**src/rtl/backend_powerup_ctrl.sv**
```systemverilog
// Power-up and calibration sequencer for the analog backend: applies gains, releases VCO and
// amplifier resets with programmable delays, and gates o_ready on a VCO frequency window check.
module backend_powerup_ctrl #(
  parameter int unsigned FREQ_W    = 11,
  parameter int unsigned FREQ_MIN  = 500,
  parameter int unsigned FREQ_MAX  = 600,
  parameter int unsigned VCO_DLY   = 2,
  parameter int unsigned AMP_DLY   = 10,
  parameter int unsigned RDY_DLY   = 10,
  parameter int unsigned SKIP_MEAS = 1,
  parameter int unsigned TIMEOUT   = 1023,
  parameter int unsigned MAX_RETRY = 3
) (
  input  logic              i_clk,
  input  logic              i_resetAll,
  input  logic              i_cfg_valid,
  input  logic [1:0]        i_gainA1,
  input  logic [2:0]        i_gainA2,
  input  logic              i_freq_valid,
  input  logic [FREQ_W-1:0] i_vco_freq,
  output logic              o_resetbvco,
  output logic              o_resetb1,
  output logic              o_resetb2,
  output logic [1:0]        o_gainA1,
  output logic [2:0]        o_gainA2,
  output logic              o_ready,
  output logic              o_fault,
  output logic [2:0]        o_retry_cnt
);

  localparam int unsigned MAX_VA  = (VCO_DLY > AMP_DLY) ? VCO_DLY : AMP_DLY;
  localparam int unsigned MAX_DLY = (MAX_VA > RDY_DLY) ? MAX_VA : RDY_DLY;
  localparam int unsigned DLY_W   = $clog2(MAX_DLY + 1);
  localparam int unsigned SKIP_W  = (SKIP_MEAS > 0) ? $clog2(SKIP_MEAS + 1) : 1;
  localparam int unsigned TMO_W   = $clog2(TIMEOUT + 1);

  typedef enum logic [2:0] {
    StIdle, StLoad, StVcoWait, StFreqCheck, StAmpWait, StSettle, StReady, StFault
  } state_e;

  state_e            state_q, state_d;
  logic [DLY_W-1:0]  dly_q, dly_d;
  logic [SKIP_W-1:0] skip_q, skip_d;
  logic [TMO_W-1:0]  tmo_q, tmo_d;
  logic [2:0]        retry_q, retry_d;
  logic [1:0]        gain1_q, gain1_d;
  logic [2:0]        gain2_q, gain2_d;
  logic              rbvco_q, rbvco_d;
  logic              rb1_q, rb1_d;
  logic              rb2_q, rb2_d;
  logic              ready_q, ready_d;
  logic              fault_q, fault_d;

  logic       in_window;
  logic       eval_pulse;
  logic       fail;
  logic [2:0] fail_cnt;
  logic [2:0] retry_inc;

  assign in_window  = (i_vco_freq >= FREQ_W'(FREQ_MIN)) && (i_vco_freq <= FREQ_W'(FREQ_MAX));
  assign eval_pulse = i_freq_valid && (skip_q == SKIP_W'(SKIP_MEAS));
  assign retry_inc  = (retry_q == 3'd7) ? 3'd7 : retry_q + 3'd1;

  always_comb begin
    state_d  = state_q;
    dly_d    = dly_q;
    skip_d   = skip_q;
    tmo_d    = tmo_q;
    retry_d  = retry_q;
    gain1_d  = gain1_q;
    gain2_d  = gain2_q;
    rbvco_d  = rbvco_q;
    rb1_d    = rb1_q;
    rb2_d    = rb2_q;
    ready_d  = ready_q;
    fault_d  = fault_q;
    fail     = 1'b0;
    fail_cnt = retry_inc;

    // A new configuration restarts from any state and masks a coincident frequency sample.
    if (i_cfg_valid) begin
      state_d = StLoad;
      gain1_d = i_gainA1;
      gain2_d = i_gainA2;
      retry_d = '0;
      rbvco_d = 1'b0;
      rb1_d   = 1'b0;
      rb2_d   = 1'b0;
      ready_d = 1'b0;
      fault_d = 1'b0;
    end else begin
      case (state_q)
        StLoad: begin
          state_d = StVcoWait;
          dly_d   = '0;
        end
        StVcoWait: begin
          if (dly_q == DLY_W'(VCO_DLY - 1)) begin
            state_d = StFreqCheck;
            rbvco_d = 1'b1;
            tmo_d   = '0;
            skip_d  = '0;
          end else begin
            dly_d = dly_q + 1'b1;
          end
        end
        StFreqCheck: begin
          tmo_d = tmo_q + 1'b1;
          if (i_freq_valid && !eval_pulse) skip_d = skip_q + 1'b1;
          if (eval_pulse && in_window) begin
            state_d = StAmpWait;
            dly_d   = '0;
          end else if (eval_pulse || (tmo_q == TMO_W'(TIMEOUT - 1))) begin
            fail = 1'b1;
          end
        end
        StAmpWait: begin
          if (dly_q == DLY_W'(AMP_DLY - 1)) begin
            state_d = StSettle;
            rb1_d   = 1'b1;
            rb2_d   = 1'b1;
            dly_d   = '0;
          end else begin
            dly_d = dly_q + 1'b1;
          end
        end
        StSettle: begin
          if (dly_q == DLY_W'(RDY_DLY - 1)) begin
            state_d = StReady;
            ready_d = 1'b1;
          end else begin
            dly_d = dly_q + 1'b1;
          end
        end
        StReady: begin
          // Loss of lock starts a fresh retry sequence.
          if (i_freq_valid && !in_window) begin
            fail     = 1'b1;
            fail_cnt = 3'd1;
          end
        end
        default: ;
      endcase

      if (fail) begin
        retry_d = fail_cnt;
        rbvco_d = 1'b0;
        rb1_d   = 1'b0;
        rb2_d   = 1'b0;
        ready_d = 1'b0;
        dly_d   = '0;
        if (fail_cnt == 3'(MAX_RETRY)) begin
          state_d = StFault;
          fault_d = 1'b1;
        end else begin
          state_d = StVcoWait;
        end
      end
    end
  end

  always_ff @(posedge i_clk or posedge i_resetAll) begin
    if (i_resetAll) begin
      state_q <= StIdle;
      dly_q   <= '0;
      skip_q  <= '0;
      tmo_q   <= '0;
      retry_q <= '0;
      gain1_q <= '0;
      gain2_q <= '0;
      rbvco_q <= 1'b0;
      rb1_q   <= 1'b0;
      rb2_q   <= 1'b0;
      ready_q <= 1'b0;
      fault_q <= 1'b0;
    end else begin
      state_q <= state_d;
      dly_q   <= dly_d;
      skip_q  <= skip_d;
      tmo_q   <= tmo_d;
      retry_q <= retry_d;
      gain1_q <= gain1_d;
      gain2_q <= gain2_d;
      rbvco_q <= rbvco_d;
      rb1_q   <= rb1_d;
      rb2_q   <= rb2_d;
      ready_q <= ready_d;
      fault_q <= fault_d;
    end
  end

  assign o_resetbvco = rbvco_q;
  assign o_resetb1   = rb1_q;
  assign o_resetb2   = rb2_q;
  assign o_gainA1    = gain1_q;
  assign o_gainA2    = gain2_q;
  assign o_ready     = ready_q;
  assign o_fault     = fault_q;
  assign o_retry_cnt = retry_q;

endmodule

```
**config.mk**
```make
export PLATFORM = sky130hd
export DESIGN_NAME = backend_powerup_ctrl
export DESIGN_NICKNAME = d
export VERILOG_FILES = /design/src/rtl/backend_powerup_ctrl.sv
export SDC_FILE = /design/constraint.sdc
export NUM_CORES = 1
export LEC_CHECK = 0
export ABC_AREA = 1
export ABC_CLOCK_PERIOD_IN_PS = 3500
export BUFFER_PORTS_ARGS = -buffer_cell sky130_fd_sc_hd__buf_2
export CAP_MARGIN = 20
export CORE_MARGIN = 8
export CORE_UTILIZATION = 37
export CTS_CLUSTER_SIZE = 40
export DETAILED_ROUTE_END_ITERATION = 10
export SYNTH_ARGS = -nofsm -noshare
export SYNTH_HDL_FRONTEND = slang
export SYNTH_SLANG_ARGS = --single-unit
```
**constraint.sdc**
```tcl
create_clock -name i_clk -period 3.5 [get_ports i_clk]
set_input_delay 0.7 -clock i_clk [delete_from_list [all_inputs] [get_ports i_clk]]
set_output_delay 0.7 -clock i_clk [all_outputs]
set_load 0.01 [all_outputs]
```
# After elaboration in Yosys (flattened, before gate mapping)
# Index checks and enable logic that the tools add are counted.
# totals
ramBits	0
out_inout_bits	13
reg_bits	30
latch_bits	0
elab_cells	108
input_bits	20
mem_bits_ro	0
memories	0
# op_classes
n_reduce_logical	26
muxes	44
n_div	0
addsub	4
n_lt_le_gt_ge	2
n_mul	0
eq_ne	20
n_shift	0
bitwise	1
# ops
operator	count
3-bit 2-to-1 mux	13
1-bit 2-to-1 mux	20
4-bit 2-to-1 mux	5
10-bit case mux with 2 select lines	1
4-bit case mux with 5 select lines	1
4-bit inequality test, second input constant	4
3-bit case mux with 5 select lines	1
3-bit nonzero test	5
3-bit == test, second input constant	4
11-bit by 9-bit greater-or-equal comparator with 1-bit output, second input constant	1
11-bit by 10-bit less-or-equal comparator with 1-bit output, second input constant	1
10-bit by 1-bit adder with 10-bit output, second input constant	1
10-bit == test, second input constant	1
10-bit 2-to-1 mux	1
5-bit AND reduction	2
3-bit by 2-bit == test with 1-bit output, second input constant	3
3-bit inequality test, second input constant	3
2-bit AND reduction	4
7-bit nonzero test	1
2-bit nonzero test	3
6-bit nonzero test	1
1-bit logical AND	5
4-bit by 1-bit adder with 4-bit output, second input constant	1
4-bit by 1-bit == test with 1-bit output, second input constant	1
other kinds (11)	14

# Longest topological paths before layout
# depth
ltp_word	11
depth_mapped	14

# Worst setup path after synthesis
# Ideal clock, no wire load.
# synth_path
kind	input to register
startpoint	input i_vco_freq[0]
endpoint	register state_q[2]
slack_ns	1.601
arrival_ns	1.783
path_stages	11
path_cell_list	or2_2 > nor2_1 > nand3_1 > nand2_1 > nand3_1 > nand2_2 > inv_1 > nand3_1 > o21ai_0 > nand2_1 > nand2_1
# synth_between
elab_chain_len	11
elab_cells_between_ends	23
# synth_rtl
element	line	text
from (decl)	20	input logic [FREQ_W-1:0] i_vco_freq,
11-bit by 9-bit greater-or-equal comparator with 1-bit output / 11-bit by 10-bit less-or-equal comparator with 1-bit output (equally long branches)	60	assign in_window = (i_vco_freq >= FREQ_W'(FREQ_MIN)) && (i_vco_freq <= FREQ_W'(FREQ_MAX));
1-bit logical AND *	60	
1-bit logical NOT	137	if (i_freq_valid && !in_window) begin
1-bit logical AND	137	
3-bit 2-to-1 mux	137	
3-bit 2-to-1 mux	92	case (state_q)
3-bit 2-to-1 mux	81	if (i_cfg_valid) begin
3-bit by 2-bit == test with 1-bit output	152	if (fail_cnt == 3'(MAX_RETRY)) begin
3-bit 2-to-1 mux	152	
3-bit 2-to-1 mux	145	if (fail) begin
3-bit 2-to-1 mux	81	
to (signal assigned)	164	state_q <= StIdle;
to (signal assigned)	177	state_q <= state_d;
to (decl)	41	state_e state_q, state_d;
# Every way passes the cells marked *; elsewhere a longest branch is shown, timed or not. The select of a mux whose other input is x is not followed.
# A chain may end at the register's enable or synchronous reset.

# Worst setup path after layout
# layout_path
startpoint	input i_vco_freq[8]
endpoint	register dly_q[2]
# layout_between
elab_chain_len	9
elab_cells_between_ends	16
# layout_rtl
element	line	text
11-bit by 9-bit greater-or-equal comparator with 1-bit output / 11-bit by 10-bit less-or-equal comparator with 1-bit output (equally long branches)	60	
1-bit logical AND *	60	
1-bit logical NOT	137	
1-bit logical AND	137	
1-bit 2-to-1 mux	137	
1-bit case mux with 2 select lines	92	
1-bit 2-to-1 mux	81	
6-bit nonzero test (no line) / 3-bit inequality test (equally long branches)	-	
5-bit AND reduction (no line)	-	
to (signal assigned)	178	dly_q <= dly_d;
to (decl)	42	logic [DLY_W-1:0] dly_q, dly_d;
# Marked as above.

==> results.py <==
metrics = {
    "outcome": {
        "outcome": "completed",
    },
    "grt": {
        "gr-total-overflow": 0,
        "track_usage_pct": 11.8,
        "grt_pass1_vias": 1672,
        "grt_max_degree": 31,
        "antenna_found_initial": 0,
        "grt_first_pass_wirelength_um": 7230,
    },
    "sta": {
        "finalCriticalPeriod_ns": 1.94,
        "whs_ns": 0.466,
        "drv_slew": 0,
        "skew_ns": 0.00924,
        "worst_pin_slew_ns": 0.406,
        "fin_crit_sh_pct": 55.4,
        "setup_violations": 0,
        "finalHoldViolCount": 0,
        "relSlewSlack_pct": 72.9,
        "fin_ws_ns": 1.56,
        "rsz0062_at_grt": "no",
        "tns_ns": 0,
        "fmax_mhz": 516,
    },
    "cts": {
        "htree_num_levels": 2,
        "clkLatencyLatePin_ns": 0.29,
        "cts_hold_buffers": 0,
        "path_clk_slew_ns": 0.07,
        "numCtsBuffers": 5,
        "cts_tree": "yes",
        "cts_num_sinks": 30,
        "cts-resized-gates": 0,
        "post-cts-setup-buffers": 0,
        "cts_root_buf": "clkbuf_8",
        "cts_max_path_buffers": 2,
    },
    "power": {
        "p_sw_share_pct": 41.1,
        "internal_power_mw": 0.770,
        "p_sw_mw": 0.538,
        "p_seq_share_pct": 39.9,
        "pwr-share-comb_pct": 37.3,
        "p_total_mw": 1.31,
        "leakagePower_nw": 1.22,
        "ir_worst_vdd_mv": 0.283,
        "power_density_nw_per_um2": 590,
        "p_clk_share_pct": 22.7,
    },
    "synth": {
        "synthArstFlopShare_pct": 100,
        "synth_top_cell_by_area": "dfrtp_1",
        "seq_area_frac_synth_pct": 39.9,
        "synthTopCellsByArea": "dfrtp_1 40%, nand2_1 15%, inv_1 7.6%",
        "synth_fp_nets": 287,
        "yosysMostFrequentCell": "nand2_1",
        "synth_area_per_cell_um2": 7.18,
        "synth-edff-count": 0,
        "mappedNetlistArea_um2": 1880,
        "synth.top_cell.area_share_pct": 39.9,
        "synthCells": 262,
        "ys_warn_count": 0,
        "ys_seq_elements": 30,
        "ys.flop_type": "dfrtp_1",
        "synthTopCellsByCount": "75 x nand2_1, 38 x inv_1, 31 x nor2_1",
        "synth.distinct_cells": 32,
    },
    "worst_setup_path": {
        "crit_start": "i_vco_freq[8]",
        "critPathKind": "input port to flip-flop",
        "crit-reg2reg-launch": "state_q[0]",
        "arrival_ns": 2.12,
        "cp_max_fo": 5,
        "startpoint_type": "input port",
        "cp.required_ns": 3.68,
        "r2r_slack_ns": 1.65,
        "end_kind": "flip-flop",
    },
    "floorplan": {
        "ios": 33,
        "start_util_pct": 37.5,
        "rows": 26,
        "die_w_um": 87.3,
        "chipHeight_um": 87.3,
        "core-area_um2": 5010,
        "die_area_um2": 7620,
    },
    "finish": {
        "drive_above_1_share_pct": 20.0,
        "areaGrowthSynthToFinish_pct": 17.8,
        "fin_nets": 324,
        "nFillCells": 538,
        "design_area_um2": 2220,
        "antenna_cells": 0,
    },
    "job": {
        "maxCapViolCount": 0,
    },
    "placement": {
        "hpwl_um": 3170,
        "pre_cts_ws_ns": 1.27,
        "place_area_um2": 2120,
        "gp_congestion": 0.892,
        "numPortBuffers": 32,
    },
    "hold_path": {
        "hold_class": "flip-flop to flip-flop",
        "hold_path.startpoint": "o_gainA2[2]",
    },
    "drt": {
        "drt_iter0_drc": 72,
        "post-route-drc-count": 0,
        "postRouteAntennaNets": 0,
        "drt_wl_total_um": 4100,
        "first_pass_iters": 4,
        "wl_per_cell_um": 11.1,
        "via_per_inst": 4.59,
        "vias": 1700,
    },
}
==> logic make-up (layout without fill, tap and decap cells) <==
kind of cell	count (synthesis)	after routing	share of synthesized area [%]
AO/OA/AOI/OAI	38	38	11.4
XOR/XNOR	2	2	0.932
adder cells (fa/ha/maj)	5	5	3.33
buffers and inverters	44	82	9.12
flip-flops	30	30	39.9
AND/OR/NAND/NOR	143	143	35.3
==> flip-flops by register name, summed over array words and instances, names as in the netlist <==
register,count
tmo_q,10
dly_q,4
o_gainA2,3
o_retry_cnt,3
state_q,3
o_gainA1,2
o_fault,1
o_ready,1
o_resetb2,1
o_resetbvco,1
skip_q,1
==> worst max-delay path, cell delays in order <==
cell	delay (ns)
buf_2	0.10
inv_1	0.04
nand2_1	0.12
nor2_1	0.05
nand2_1	0.06
nand2_1	0.04
o21ai_0	0.27
nand2_1	0.21
nand4_1	0.18
nand3_1	0.19
nand2_1	0.11
nand2_1	0.06
==> final timing paths <==
| kind | cells after the start | to |
|---|---|---|
| max | 12 | dly_q[2] |
| min | 2 | o_gainA2[2] |
| max reg2reg | 8 | dly_q[2] |
| min reg2reg | 2 | o_gainA2[2] |
| max in group asynchronous | 3 | o_fault |
| min in group asynchronous | 3 | tmo_q[2] |
==> metrics by stage <==
stage	util (%)	std cells
floorplan	-	262
global placement	42.3	362
detailed placement	42.3	362
CTS	44.2	370
global route	44.2	370
finish	44.2	370
==> area by class of cell <==
cell class                      instances  area, µm²  share of cell area [%]
Tap cell                               70       87.6                    3.95
Multi-Input combinational cell        188        958                    43.3
Clock inverter                          2       12.5                   0.565
Sequential cell                        30        751                    33.9
Clock buffer                            6       82.6                    3.73
Inverter                               41        156                    7.06
Timing Repair Buffer                   33        168                    7.57
==> cell usage in the layout, fill, tap and decap left out, types with 2 or more instances in the layout <==
cell type / Yosys / final
nand2_1: 75 / 75
inv_1: 38 / 38
buf_2: 0 / 32
nor2_1: 31 / 31
dfrtp_1: 30 / 30
a21oi_1: 14 / 14
nand3_1: 13 / 13
o21ai_0: 12 / 12
clkbuf_8: 0 / 6
nand4_1: 5 / 5
ha_1: 5 / 5
nand2_2: 4 / 4
nor2_4: 4 / 4
a31oi_1: 3 / 3
inv_2: 2 / 2
nand2_4: 2 / 2
nor3_1: 2 / 2
o21ai_1: 2 / 2
nand3b_1: 2 / 2
o31ai_1: 2 / 2
xor2_1: 2 / 2
==> metal layers <==
metal / wire [µm] / vias to the layer above / GRT usage [%]
met1: 1920 / 756 / 14.1
met3: 214 / 5 / 3.96
met5: 0 / - / 0
li1: - / 903 / -
met2: 1910 / 36 / 19.1
met4: 53 / 0 / 3.75
==> power by group through the flow <==
stage	sequential, mW	combinational [mW]	clock, mW
2_1_floorplan	0.514	0.385	0
3_5_place_dp	0.527	0.492	0
4_1_cts	0.522	0.494	0.304
6_report	0.523	0.488	0.297
5_1_grt	0.535	0.576	0.323
3_3_place_gp	0.528	0.489	0
Power figures use the tool's default switching activity.
